### src/rtl/fifo_pkg.sv
// -----------------------------------------------------------------------------
// fifo_pkg
// Shared definitions for the FIFO read-side unpacker:
//   - beat_idx_t : container type used to pass a beat index to slice_sel
//   - idx_bits   : width of the beat-index register for a WD/WO ratio
//   - slice_sel  : extracts beat number idx from a word, LSB- or MSB-first
// No ports (package).
// -----------------------------------------------------------------------------
package fifo_pkg;

  // Widest word slice_sel can handle; callers zero-extend into this width.
  localparam int unsigned SEL_W = 256;

  typedef logic [7:0] beat_idx_t;

  // Width of the beat index for ratio R = wd/wo.  When R=1 the index is
  // logically zero-width; one bit is kept and held at 0 so the port and
  // register declarations stay legal.
  function automatic int unsigned idx_bits(input int unsigned wd,
                                           input int unsigned wo);
    int unsigned r;
    r = wd / wo;
    return (r > 32'd1) ? $clog2(r) : 32'd1;
  endfunction

  // Returns the word shifted so that beat idx sits in the low wo bits.
  // The caller keeps only the low wo bits of the result.
  function automatic logic [SEL_W-1:0] slice_sel(input logic [SEL_W-1:0] word,
                                                 input beat_idx_t        idx,
                                                 input int unsigned      wd,
                                                 input int unsigned      wo,
                                                 input bit               msb_first);
    int unsigned r;
    int unsigned pos;
    r   = wd / wo;
    pos = msb_first ? (r - 32'd1 - 32'(idx)) : 32'(idx);
    return word >> (pos * wo);
  endfunction

endpackage

### src/rtl/fifo_rd_unpack_shreg.sv
// -----------------------------------------------------------------------------
// unpack_shreg
// Holds the popped word and walks through its beats.
// Ports:
//   clk, rst        : clock, async active-high reset
//   load_i          : capture word_i, present beat 0
//   advance_i       : present the next beat of the held word
//   clear_i         : drop the held word (index to 0, last to 0)
//   word_i [WD]     : word to capture on load
//   data_o [WO]     : registered current beat
//   last_o          : registered "current beat is the final one"
// Strobe priority is clear > load > advance; the parent never raises
// clear and load together.
// -----------------------------------------------------------------------------
module unpack_shreg
  import fifo_pkg::*;
#(
  parameter int unsigned WD        = 32,
  parameter int unsigned WO        = 8,
  parameter int unsigned MSB_FIRST = 0
) (
  input  logic          clk,
  input  logic          rst,
  input  logic          load_i,
  input  logic          advance_i,
  input  logic          clear_i,
  input  logic [WD-1:0] word_i,
  output logic [WO-1:0] data_o,
  output logic          last_o
);

  localparam int unsigned   R        = WD / WO;
  localparam int unsigned   IW       = idx_bits(WD, WO);
  localparam logic [IW-1:0] LAST_IDX = IW'(R - 32'd1);
  localparam bit            MSB_B    = (MSB_FIRST != 32'd0);

  logic [WD-1:0]    hold_q, hold_d;
  logic [IW-1:0]    idx_q, idx_d;
  logic [WO-1:0]    data_q, data_d;
  logic             last_q, last_d;
  logic [SEL_W-1:0] word_ext_s;
  logic [SEL_W-1:0] hold_ext_s;

  // Next-state for the held word, beat index and registered beat outputs.
  always_comb begin
    hold_d     = hold_q;
    idx_d      = idx_q;
    data_d     = data_q;
    last_d     = last_q;
    word_ext_s = '0;
    hold_ext_s = '0;
    word_ext_s[WD-1:0] = word_i;
    hold_ext_s[WD-1:0] = hold_q;
    if (clear_i) begin
      idx_d  = '0;
      last_d = 1'b0;
    end else if (load_i) begin
      hold_d = word_i;
      idx_d  = '0;
      data_d = WO'(slice_sel(word_ext_s, 8'd0, WD, WO, MSB_B));
      last_d = (R == 32'd1);
    end else if (advance_i) begin
      // With R=1 every beat is last, so advance never fires; keep idx at 0.
      idx_d  = (R > 32'd1) ? (idx_q + IW'(1)) : '0;
      data_d = WO'(slice_sel(hold_ext_s, beat_idx_t'(idx_d), WD, WO, MSB_B));
      last_d = (idx_d == LAST_IDX);
    end else begin
      idx_d = idx_q;
    end
  end

  // State registers.
  always_ff @(posedge clk or posedge rst) begin
    if (rst) begin
      hold_q <= '0;
      idx_q  <= '0;
      data_q <= '0;
      last_q <= 1'b0;
    end else begin
      hold_q <= hold_d;
      idx_q  <= idx_d;
      data_q <= data_d;
      last_q <= last_d;
    end
  end

  assign data_o = data_q;
  assign last_o = last_q;

endmodule

### src/rtl/fifo_rd_unpack.sv
// -----------------------------------------------------------------------------
// fifo_rd_unpack
// Pops WD-bit words from a show-ahead FIFO and streams them as WD/WO beats.
// Ports:
//   rclk, rst          : read clock, async active-high reset
//   fifo_rempty        : FIFO empty flag
//   fifo_rdat [WD]     : FIFO head word (valid while not empty)
//   fifo_ren           : pop strobe (pops the head in the same cycle)
//   m_valid/m_ready    : output beat handshake
//   m_data [WO]        : output beat
//   m_last             : final beat of the word
//   flush              : drop the remaining beats of the held word
//   word_cnt [WC]      : popped-word counter, wraps silently
// -----------------------------------------------------------------------------
module fifo_rd_unpack
  import fifo_pkg::*;
#(
  parameter int unsigned WD        = 32,
  parameter int unsigned WO        = 8,
  parameter int unsigned MSB_FIRST = 0,
  parameter int unsigned WC        = 16
) (
  input  logic          rclk,
  input  logic          rst,
  input  logic          fifo_rempty,
  input  logic [WD-1:0] fifo_rdat,
  output logic          fifo_ren,
  output logic          m_valid,
  input  logic          m_ready,
  output logic [WO-1:0] m_data,
  output logic          m_last,
  input  logic          flush,
  output logic [WC-1:0] word_cnt
);

  logic          busy_q, busy_d;
  logic [WC-1:0] cnt_q, cnt_d;
  logic          xfer_s;
  logic          load_s;
  logic          clear_s;
  logic          adv_s;

  // Load/pop arbitration. Loading on the last-beat transfer gives
  // back-to-back words; this is why fifo_ren depends on m_ready
  // combinationally. rst gating keeps the pop strobe low during reset.
  always_comb begin
    xfer_s  = busy_q & m_ready;
    load_s  = ~fifo_rempty & (~busy_q | (xfer_s & m_last)) & ~flush & ~rst;
    clear_s = flush | (xfer_s & m_last & ~load_s);
    adv_s   = xfer_s & ~m_last & ~flush;
    cnt_d   = load_s ? (cnt_q + WC'(1)) : cnt_q;
    if (flush) begin
      busy_d = 1'b0;
    end else if (load_s) begin
      busy_d = 1'b1;
    end else if (xfer_s & m_last) begin
      busy_d = 1'b0;
    end else begin
      busy_d = busy_q;
    end
  end

  // Valid flag and popped-word counter.
  always_ff @(posedge rclk or posedge rst) begin
    if (rst) begin
      busy_q <= 1'b0;
      cnt_q  <= '0;
    end else begin
      busy_q <= busy_d;
      cnt_q  <= cnt_d;
    end
  end

  unpack_shreg #(
    .WD        (WD),
    .WO        (WO),
    .MSB_FIRST (MSB_FIRST)
  ) u_shreg (
    .clk       (rclk),
    .rst       (rst),
    .load_i    (load_s),
    .advance_i (adv_s),
    .clear_i   (clear_s),
    .word_i    (fifo_rdat),
    .data_o    (m_data),
    .last_o    (m_last)
  );

  assign fifo_ren = load_s;
  assign m_valid  = busy_q;
  assign word_cnt = cnt_q;

endmodule
### config.mk
export PLATFORM = sky130hd
export DESIGN_NAME = fifo_rd_unpack
export DESIGN_NICKNAME = d
export VERILOG_FILES = /design/src/rtl/fifo_pkg.sv /design/src/rtl/fifo_rd_unpack_shreg.sv /design/src/rtl/fifo_rd_unpack.sv
export SDC_FILE = /design/constraint.sdc
export NUM_CORES = 1
export LEC_CHECK = 0
export CORE_ASPECT_RATIO = 0.6
export CORE_MARGIN = 2
export CORE_UTILIZATION = 50
export DETAILED_ROUTE_END_ITERATION = 6
export PLACE_DENSITY = 0.8
export SYNTH_ARGS = -nofsm -noshare
export SYNTH_HDL_FRONTEND = slang
export SYNTH_HIERARCHICAL = 1
export SYNTH_SLANG_ARGS = --single-unit
export TNS_END_PERCENT = 50
### constraint.sdc
create_clock -name rclk -period 2.7 [get_ports rclk]
set_input_delay 0.54 -clock rclk [delete_from_list [all_inputs] [get_ports rclk]]
set_output_delay 0.54 -clock rclk [all_outputs]
set_load 0.05 [all_outputs]
==> impl_metrics.ini, run 1 <==
[layout]
layout_commonest_cell = clkdlybuf4s50_1
multi_input_area_mm2 = 0.001184
register_area_mm2 = 0.001501
final_cell_mix = 62 x clkdlybuf4s50_1, 60 x dfrtp_1, 35 x mux2_2, 12 x nand2_1, 10 x clkbuf_8
nNetsFinal = 318
fillers = 375
drive_above_1_share = 0.2359
finalInstanceArea_mm2 = 0.003699
syn_to_final_growth_pct = 34.30
diodes = 0

[placement]
post-dp-hpwl_mm = 4.158
numPortBuffers = 63
finalWeightedCongestion = 0.8394
placed_cell_area_mm2 = 0.003497

[power_and_ir_drop]
p_sw_uw = 927.0
sw_frac_of_total = 0.3286
p_per_area_mw_per_mm2 = 762.9
fin_total_pwr_uw = 2822
pwr-share-seq = 0.430
leakagePower_uw = 0.001545
vdd_ir_drop_max_mv = 0.3378
p_int_uw = 1895
power_frac_comb = 0.283
clkPwrFrac = 0.287

[timing]
setup_viol = 0
timing.fmax_mhz = 398.8
slew_violations = 0
worst_pin_slew_ns = 0.7638
max-slew-margin-rel = 0.4876
finalSetupTns_ns = 0
hold_violations = 0
min_period_ns = 2.507
final.setup_skew_ns = 0.008771
fin_crit_sh = 0.9287
rsz0062_at_grt = false

[synthesis]
syn_inst = 208
netlist_area_mm2 = 0.002754
synth-edff-count = 0
synth_area_per_cell_um2 = 13.24
synth.distinct_cells = 39
yosys_most_used_dff = dfrtp_1
ys_seq_area_frac = 0.5452
syn-num-nets = 247
async_flop_share = 1.000
yosys_warnings = 6
ys_ff_latch = 60

[routing]
num_vias = 1891
drc_errors = 0
wirelength_mm = 5.857
highest_layer = met4
wl_per_cell_um = 16.73
met1_length_mm = 2.858
ant_nets = 0
met3_length_um = 361
first_pass_iters = 4
drtIter0Drc = 91
dr_wl_met2_mm = 2.604
vias_per_cell = 5.403

[global_routing]
grt_usage = 0.2125
grt_pass1_wl_mm = 9.397
grt_antenna_before_repair = 0
grt_pass1_vias = 1824
grt_max_degree = 36
grt_overflow_total = 0

[die]
num_rows = 20
die_x_um = 99.81
ios = 64
die_area_mm2 = 0.006137
start_util = 0.5316
core_mm2 = 0.005180
fp.dieH_um = 61.49

[critical_path]
worst-path-max-fanout = 18
crit_type = in -> out
startpoint = flush
start_kind = input pin
rr_endpoint = u_shreg/data_o[1]
cp-end-kind = output port
endpoint = fifo_ren
reg2reg_setup_slack_ns = 0.70
cp.required_ns = 2.16
ff2ff_path_depth = 6
cp_data_arrival_time_ns = 1.97
reg2reg_from = u_shreg/last_o

[clock_tree]
clk_pin_slew_ns = 0.07
post-cts-setup-buffers = 0
clock_path_buffers = 2
clock_sinks = 60
clock_latency_ns = 0.34
root_buffer = clkbuf_8
htree_levels = 3
cts_tree = done
cts_buffers = 9
cts_resized = 0
cts_hold_buf = 0

[flow_run]
maxCapViolCount = 0

[min_path]
hold_path_depth = 1
hp-class = reg -> reg

[outcome]
outcome = finished clean
==> power groups by stage <==
stage / logic (uW) / clock network, uW / registers [uW]
CTS: 806 / 837 / 1210
floorplan: 285 / 0 / 1440
finish: 799 / 809 / 1210
global placement: 781 / 0 / 1230
global route: 843 / 874 / 1240
detailed placement: 801 / 0 / 1230
==> flip-flops by register name (all words and copies together) (netlist names) <==
| name | flops |
|---|---|
| u_shreg/hold_q | 32 |
| word_cnt | 16 |
| u_shreg/data_o | 8 |
| u_shreg/idx_q | 2 |
| m_valid | 1 |
| u_shreg/last_o | 1 |
==> worst max-delay path, stage by stage <==
cell	delay (ns)
clkdlybuf4s50_1	0.45
or3_4	0.45
nor2_4	0.10
buf_4	0.24
buf_12	0.17
==> stage by stage <==
step                hold WS [ns]  instances  setup slack (ns)  utilization
finish                    0.4685        350            0.1926       0.7140
CTS                       0.4758        350            0.1878       0.7140
detailed placement        0.4665        334           0.07180       0.6751
global placement          0.4610        334            0.1423       0.6751
floorplan                 0.4522        208            0.2346            -
global route              0.5029        350            0.1007       0.7140
==> synthesized netlist by cell type, types with 2 or more instances <==
master     count  area, um^2
clkbuf_1       2       7.510
nand4_1        4       25.02
xor2_1         7       61.31
mux2_1         3       33.78
buf_6          2       22.52
xnor2_1        9       78.83
mux2_2        35       394.1
nand3_1        4       20.02
nand2b_1       2       12.51
a2111oi_0      5       43.79
o22ai_1        5       31.28
a221o_1        3       30.03
mux4_2         2       45.04
nand2_1       12       45.04
dfrtp_1       60        1501
buf_2          5       25.02
o31ai_1        5       37.54
and3_1         2       12.51
nor2_1         3       11.26
ha_1           2       25.02
nor2b_1        4       25.02
nor3b_1        3       22.52
and4_1         2       17.52
mux2i_1        2       20.02
nor3_1         7       35.03
inv_1          5       18.77
==> how the worst min path moves through the flow <==
stage / slack [ns] / endpoint / startpoint
floorplan: 0.45 / u_shreg/hold_q[7] / u_shreg/hold_q[7]
global placement: 0.46 / word_cnt[15] / word_cnt[15]
detailed placement: 0.47 / word_cnt[15] / word_cnt[15]
CTS: 0.48 / word_cnt[15] / word_cnt[15]
global route: 0.50 / word_cnt[11] / word_cnt[11]
finish: 0.47 / word_cnt[15] / word_cnt[15]
==> cells by family (layout without fill, tap and decap cells) <==
family,after synthesis,count (layout),synth area share
AOI/OAI and AO/OA,21,21,0.06315
xor gates and xnor gates,16,16,0.05089
adders and majority gates,2,2,0.009085
buffers and inverters,14,90,0.02681
DFF,60,60,0.5452
muxes,43,43,0.1886
and+or+nand+nor,52,52,0.1163
==> routing by layer <==
layer | track usage | up-vias
li1 | - | 905
met1 | 0.2975 | 935
met2 | 0.2992 | 49
met3 | 0.08740 | 2
met4 | 0.08023 | 0
met5 | 0 | -
==> final cells by class <==
| cell class | instances | share of cell area |
|---|---|---|
| clock buffer | 10 | 0.03721 |
| clock inverter | 6 | 0.01725 |
| tap | 66 | 0.02233 |
| sequential | 60 | 0.4060 |
| multi-input combinational | 134 | 0.3200 |
| inverter | 5 | 0.005074 |
| timing repair buffer | 69 | 0.1922 |
Power figures use the tool's default switching activity.
==> inputs of run 2 (changes only) <==
--- a/config.mk
+++ b/config.mk
@@ -5,9 +5,11 @@
 export SDC_FILE = /design/constraint.sdc
 export NUM_CORES = 1
 export LEC_CHECK = 0
+export CELL_PAD_IN_SITES_DETAIL_PLACEMENT = 1
+export CELL_PAD_IN_SITES_GLOBAL_PLACEMENT = 1
 export CORE_ASPECT_RATIO = 0.6
 export CORE_MARGIN = 2
-export CORE_UTILIZATION = 50
+export CORE_UTILIZATION = 40
 export DETAILED_ROUTE_END_ITERATION = 6
 export PLACE_DENSITY = 0.8
 export SYNTH_ARGS = -nofsm -noshare
==> impl_metrics.ini, run 2 (synthesis results as in run 1) <==
[outcome]
outcome = finished clean

[timing]
min_period_ns = 2.440
final.setup_skew_ns = 0.004327
max-slew-margin-rel = 0.5355
fin_crit_sh = 0.9038
setup_viol = 0
rsz0062_at_grt = false
slew_violations = 0
worst_pin_slew_ns = 0.6925
timing.fmax_mhz = 409.8
hold_violations = 0
finalSetupTns_ns = 0

[power_and_ir_drop]
fin_total_pwr_uw = 3097
leakagePower_uw = 0.001601
p_per_area_mw_per_mm2 = 808.9
vdd_ir_drop_max_mv = 0.4926

[clock_tree]
root_buffer = clkbuf_16
cts_resized = 0
clock_latency_ns = 0.32
cts_buffers = 9
clock_path_buffers = 2
post-cts-setup-buffers = 0
cts_tree = done
clk_pin_slew_ns = 0.05
htree_levels = 3
clock_sinks = 60
cts_hold_buf = 0

[routing]
wl_per_cell_um = 18.11
drc_errors = 0
wirelength_mm = 6.774
vias_per_cell = 5.326
first_pass_iters = 4
drtIter0Drc = 59
num_vias = 1992
ant_nets = 0

[flow_run]
maxCapViolCount = 0

[global_routing]
grt_antenna_before_repair = 0
grt_usage = 0.1915
grt_max_degree = 36
grt_pass1_vias = 2037
grt_overflow_total = 0
grt_pass1_wl_mm = 10.90

[layout]
largest_register_ffs = 32
diodes = 0
final_cell_mix = 62 x clkdlybuf4s50_1, 60 x dfrtp_1, 35 x mux2_2, 12 x nand2_1
layout_commonest_cell = clkdlybuf4s50_1
utilization = 0.5735
nNetsFinal = 321
drive_above_1_share = 0.2334
fillers = 682
syn_to_final_growth_pct = 39.03
regMostFlops = u_shreg/hold_q
finalInstanceArea_mm2 = 0.003829

[placement]
finalWeightedCongestion = 0.7837
numPortBuffers = 63
placed_cell_area_mm2 = 0.003546
post-dp-hpwl_mm = 4.672

[critical_path]
reg2reg_setup_slack_ns = 0.68
endpoint = fifo_ren
reg2reg_from = u_shreg/idx_q[0]
startpoint = flush
start_kind = input pin
cp_data_arrival_time_ns = 1.90
cp.required_ns = 2.16
cp-end-kind = output port
ff2ff_path_depth = 5
worst-path-max-fanout = 8
rr_endpoint = u_shreg/data_o[5]
crit_type = in -> out

[die]
fp.dieH_um = 68.27
core_mm2 = 0.006676
num_rows = 23
start_util = 0.4125
die_area_mm2 = 0.007586
ios = 64
die_x_um = 111.1

[min_path]
hp-class = reg -> reg
==> run 2: worst max-delay path, stage by stage <==
cell and delay (ns):
clkdlybuf4s50_1 0.46, or3_4 0.46, nor2_4 0.11, buf_4 0.18
buf_12 0.15
==> run 2: worst min path at each step <==
stage | endpoint | from | cells after the start
4_1_cts | u_shreg/hold_q[7] | u_shreg/hold_q[7] | 1
3_3_place_gp | u_shreg/hold_q[7] | u_shreg/hold_q[7] | 1
6_report | word_cnt[14] | word_cnt[14] | 1
5_1_grt | u_shreg/hold_q[11] | u_shreg/hold_q[11] | 1
3_5_place_dp | u_shreg/hold_q[7] | u_shreg/hold_q[7] | 1
2_1_floorplan | u_shreg/hold_q[7] | u_shreg/hold_q[7] | 1
==> run 2: where the power goes <==
group          total, uW  leakage [uW]  internal (uW)  switching [uW]
logic                805      0.000704            363             441
clock network       1070      0.000140            695             372
registers           1230      0.000756           1090             139
total               3100       0.00160           2140             953
==> run 2: layout make-up <==
class / count / area, um^2 / area share
clock buffers: 15 / 277.8 / 0.07255
clock inverters: 1 / 5.005 / 0.001307
repair buffers: 72 / 733.2 / 0.1915
flip-flops and latches: 60 / 1501 / 0.3922
multi-input cells: 134 / 1184 / 0.3092
well taps: 87 / 108.9 / 0.02843
inverters: 5 / 18.77 / 0.004902
==> run 2: metrics by stage <==
| step | hold slack [ns] | setup slack [ns] | instances |
|---|---|---|---|
| 4_1_cts | 0.4857 | 0.2568 | 374 |
| 3_5_place_dp | 0.4755 | 0.1590 | 358 |
| 6_report | 0.4836 | 0.2597 | 374 |
| 5_1_grt | 0.5169 | 0.2065 | 374 |
| 2_1_floorplan | 0.4522 | 0.2346 | 208 |
| 3_3_place_gp | 0.4628 | 0.2322 | 358 |
==> run 2: layer usage <==
metal / global-route usage / vias to the layer above / routed length, um / part of all wire
met5: 0 / - / 0 / 0
met4: 0.06944 / 0 / 70 / 0.010
met3: 0.06732 / 6 / 385 / 0.057
met2: 0.2876 / 58 / 3167 / 0.47
met1: 0.2602 / 1011 / 3150 / 0.47
li1: - / 917 / - / -
==> inputs of run 3 (changes only) <==
--- a/config.mk
+++ b/config.mk
@@ -8,10 +8,10 @@
 export CELL_PAD_IN_SITES_DETAIL_PLACEMENT = 1
 export CELL_PAD_IN_SITES_GLOBAL_PLACEMENT = 1
 export CORE_ASPECT_RATIO = 0.6
-export CORE_MARGIN = 2
 export CORE_UTILIZATION = 40
 export DETAILED_ROUTE_END_ITERATION = 6
 export PLACE_DENSITY = 0.8
+export SKIP_CTS_REPAIR_TIMING = 1
 export SYNTH_ARGS = -nofsm -noshare
 export SYNTH_HDL_FRONTEND = slang
 export SYNTH_HIERARCHICAL = 1
==> impl_metrics.ini, run 3 (synthesis results as in run 1) <==
[layout]
syn_to_final_growth_pct = 38.16
nNetsFinal = 320
final_cell_mix = 62 x clkdlybuf4s50_1, 60 x dfrtp_1, 35 x mux2_2, 12 x nand2_1
fillers = 635
layoutNonFillerInstCount = 369
multi_input_area_mm2 = 0.001184
diodes = 0
largest_register_ffs = 32
regMostFlops = u_shreg/hold_q
finalInstanceArea_mm2 = 0.003805
register_area_mm2 = 0.001501
drive_above_1_share = 0.2316
layout_commonest_cell = clkdlybuf4s50_1

[clock_tree]
clk_pin_slew_ns = 0.05
root_buffer = clkbuf_16
htree_levels = 3
cts_buffers = 9
clock_latency_ns = 0.33
cts_tree = done
clock_path_buffers = 2
clock_sinks = 60

[routing]
first_pass_iters = 4
met3_length_um = 305
met1_length_mm = 3.359
highest_layer = met4
vias_per_cell = 5.344
dr_wl_met2_mm = 3.265
num_vias = 1972
drtIter0Drc = 88
wl_per_cell_um = 19.09
ant_nets = 0
wirelength_mm = 7.043
drc_errors = 0

[global_routing]
grt_overflow_total = 0
grt_pass1_wl_mm = 11.50
grt_pass1_vias = 2161
grt_usage = 0.2240
grt_max_degree = 42
grt_antenna_before_repair = 0

[timing]
rsz0062_at_grt = false
fin_crit_sh = 0.8914
timing.fmax_mhz = 415.5
final.setup_skew_ns = 0.003968
hold_violations = 0
min_period_ns = 2.407
worst_pin_slew_ns = 0.7086
holdWs_ns = 0.4997
max-slew-margin-rel = 0.5271
slew_violations = 0
setup_viol = 0
finalSetupTns_ns = 0

[power_and_ir_drop]
p_per_area_mw_per_mm2 = 810.6
pwr-share-seq = 0.398
vdd_ir_drop_max_mv = 0.5573
fin_total_pwr_uw = 3084
p_sw_uw = 970.9
power_frac_comb = 0.265
clkPwrFrac = 0.337
p_int_uw = 2113
leakagePower_uw = 0.001591
sw_frac_of_total = 0.3148

[die]
num_rows = 22
core_mm2 = 0.006386
die_area_mm2 = 0.007231
fp.dieH_um = 66.27
start_util = 0.4312
die_x_um = 109.1
ios = 64

[critical_path]
crit_type = in -> out
cp-end-kind = output port
cp_data_arrival_time_ns = 1.87
worst-path-max-fanout = 4
start_kind = input pin
cp.required_ns = 2.16

[placement]
numPortBuffers = 63
placed_cell_area_mm2 = 0.003535
finalWeightedCongestion = 0.8048
post-dp-hpwl_mm = 5.067
dp.cells = 354

[min_path]
hp-class = reg -> reg

[flow_run]
maxCapViolCount = 0

[outcome]
outcome = finished clean
## run 3: changes by cell type in the layout (fill, tap and decap cells not counted)
cell / before / now
clkbuf_1: 3 / 2
buf_4: 7 / 6
clkinv_2: 1 / 2
clkbuf_8: 3 / 2
## run 3: cell type report
type | count | area share
multi-input cells | 134 | 0.3111
flip-flops and latches | 60 | 0.3946
inverters | 5 | 0.004933
clock buffers | 13 | 0.06840
clock inverters | 2 | 0.002631
repair buffers | 71 | 0.1907
well taps | 84 | 0.02762
## run 3: worst max-delay path, cell delays in order
cell and delay, ns:
clkdlybuf4s50_1 0.45, or3_4 0.45, nor2_4 0.11, buf_4 0.16, buf_12 0.14
## run 3: path summary, 6_finish.rpt
kind / from / endpoint / slack (ns) / cells past startpoint
setup / recovery: flush / fifo_ren / 0.29 / 5
hold / removal: u_shreg/hold_q[7] / u_shreg/hold_q[7] / 0.50 / 1
setup reg to reg: u_shreg/idx_q[0] / u_shreg/data_o[5] / 0.73 / 5
hold reg to reg: u_shreg/hold_q[7] / u_shreg/hold_q[7] / 0.50 / 1
max in group asynchronous: rst / word_cnt[5] / 1.48 / 2
min in group asynchronous: rst / u_shreg/last_o / 0.53 / 2
## run 3: metrics by stage
step                        util  worst slack, ns
after floorplan                -           0.2346
after global routing      0.5958           0.2244
after global placement    0.5535           0.2389
after CTS                 0.5958           0.2941
after detailed placement  0.5535           0.1342
final                     0.5958           0.2932
## run 3: routing by layer
| metal | vias to the layer above | track usage |
|---|---|---|
| li1 | 912 | - |
| met1 | 1011 | 0.2994 |
| met2 | 38 | 0.3388 |
| met3 | 11 | 0.07389 |
| met4 | 0 | 0.07939 |
| met5 | - | 0 |
## run 3: power by group through the flow
stage | Sequential (uW) | Clock (uW) | Combinational (uW)
2_1_floorplan | 1440 | 0 | 285
3_3_place_gp | 1230 | 0 | 786
3_5_place_dp | 1240 | 0 | 815
4_1_cts | 1230 | 1060 | 827
5_1_grt | 1260 | 1100 | 869
6_report | 1230 | 1040 | 819
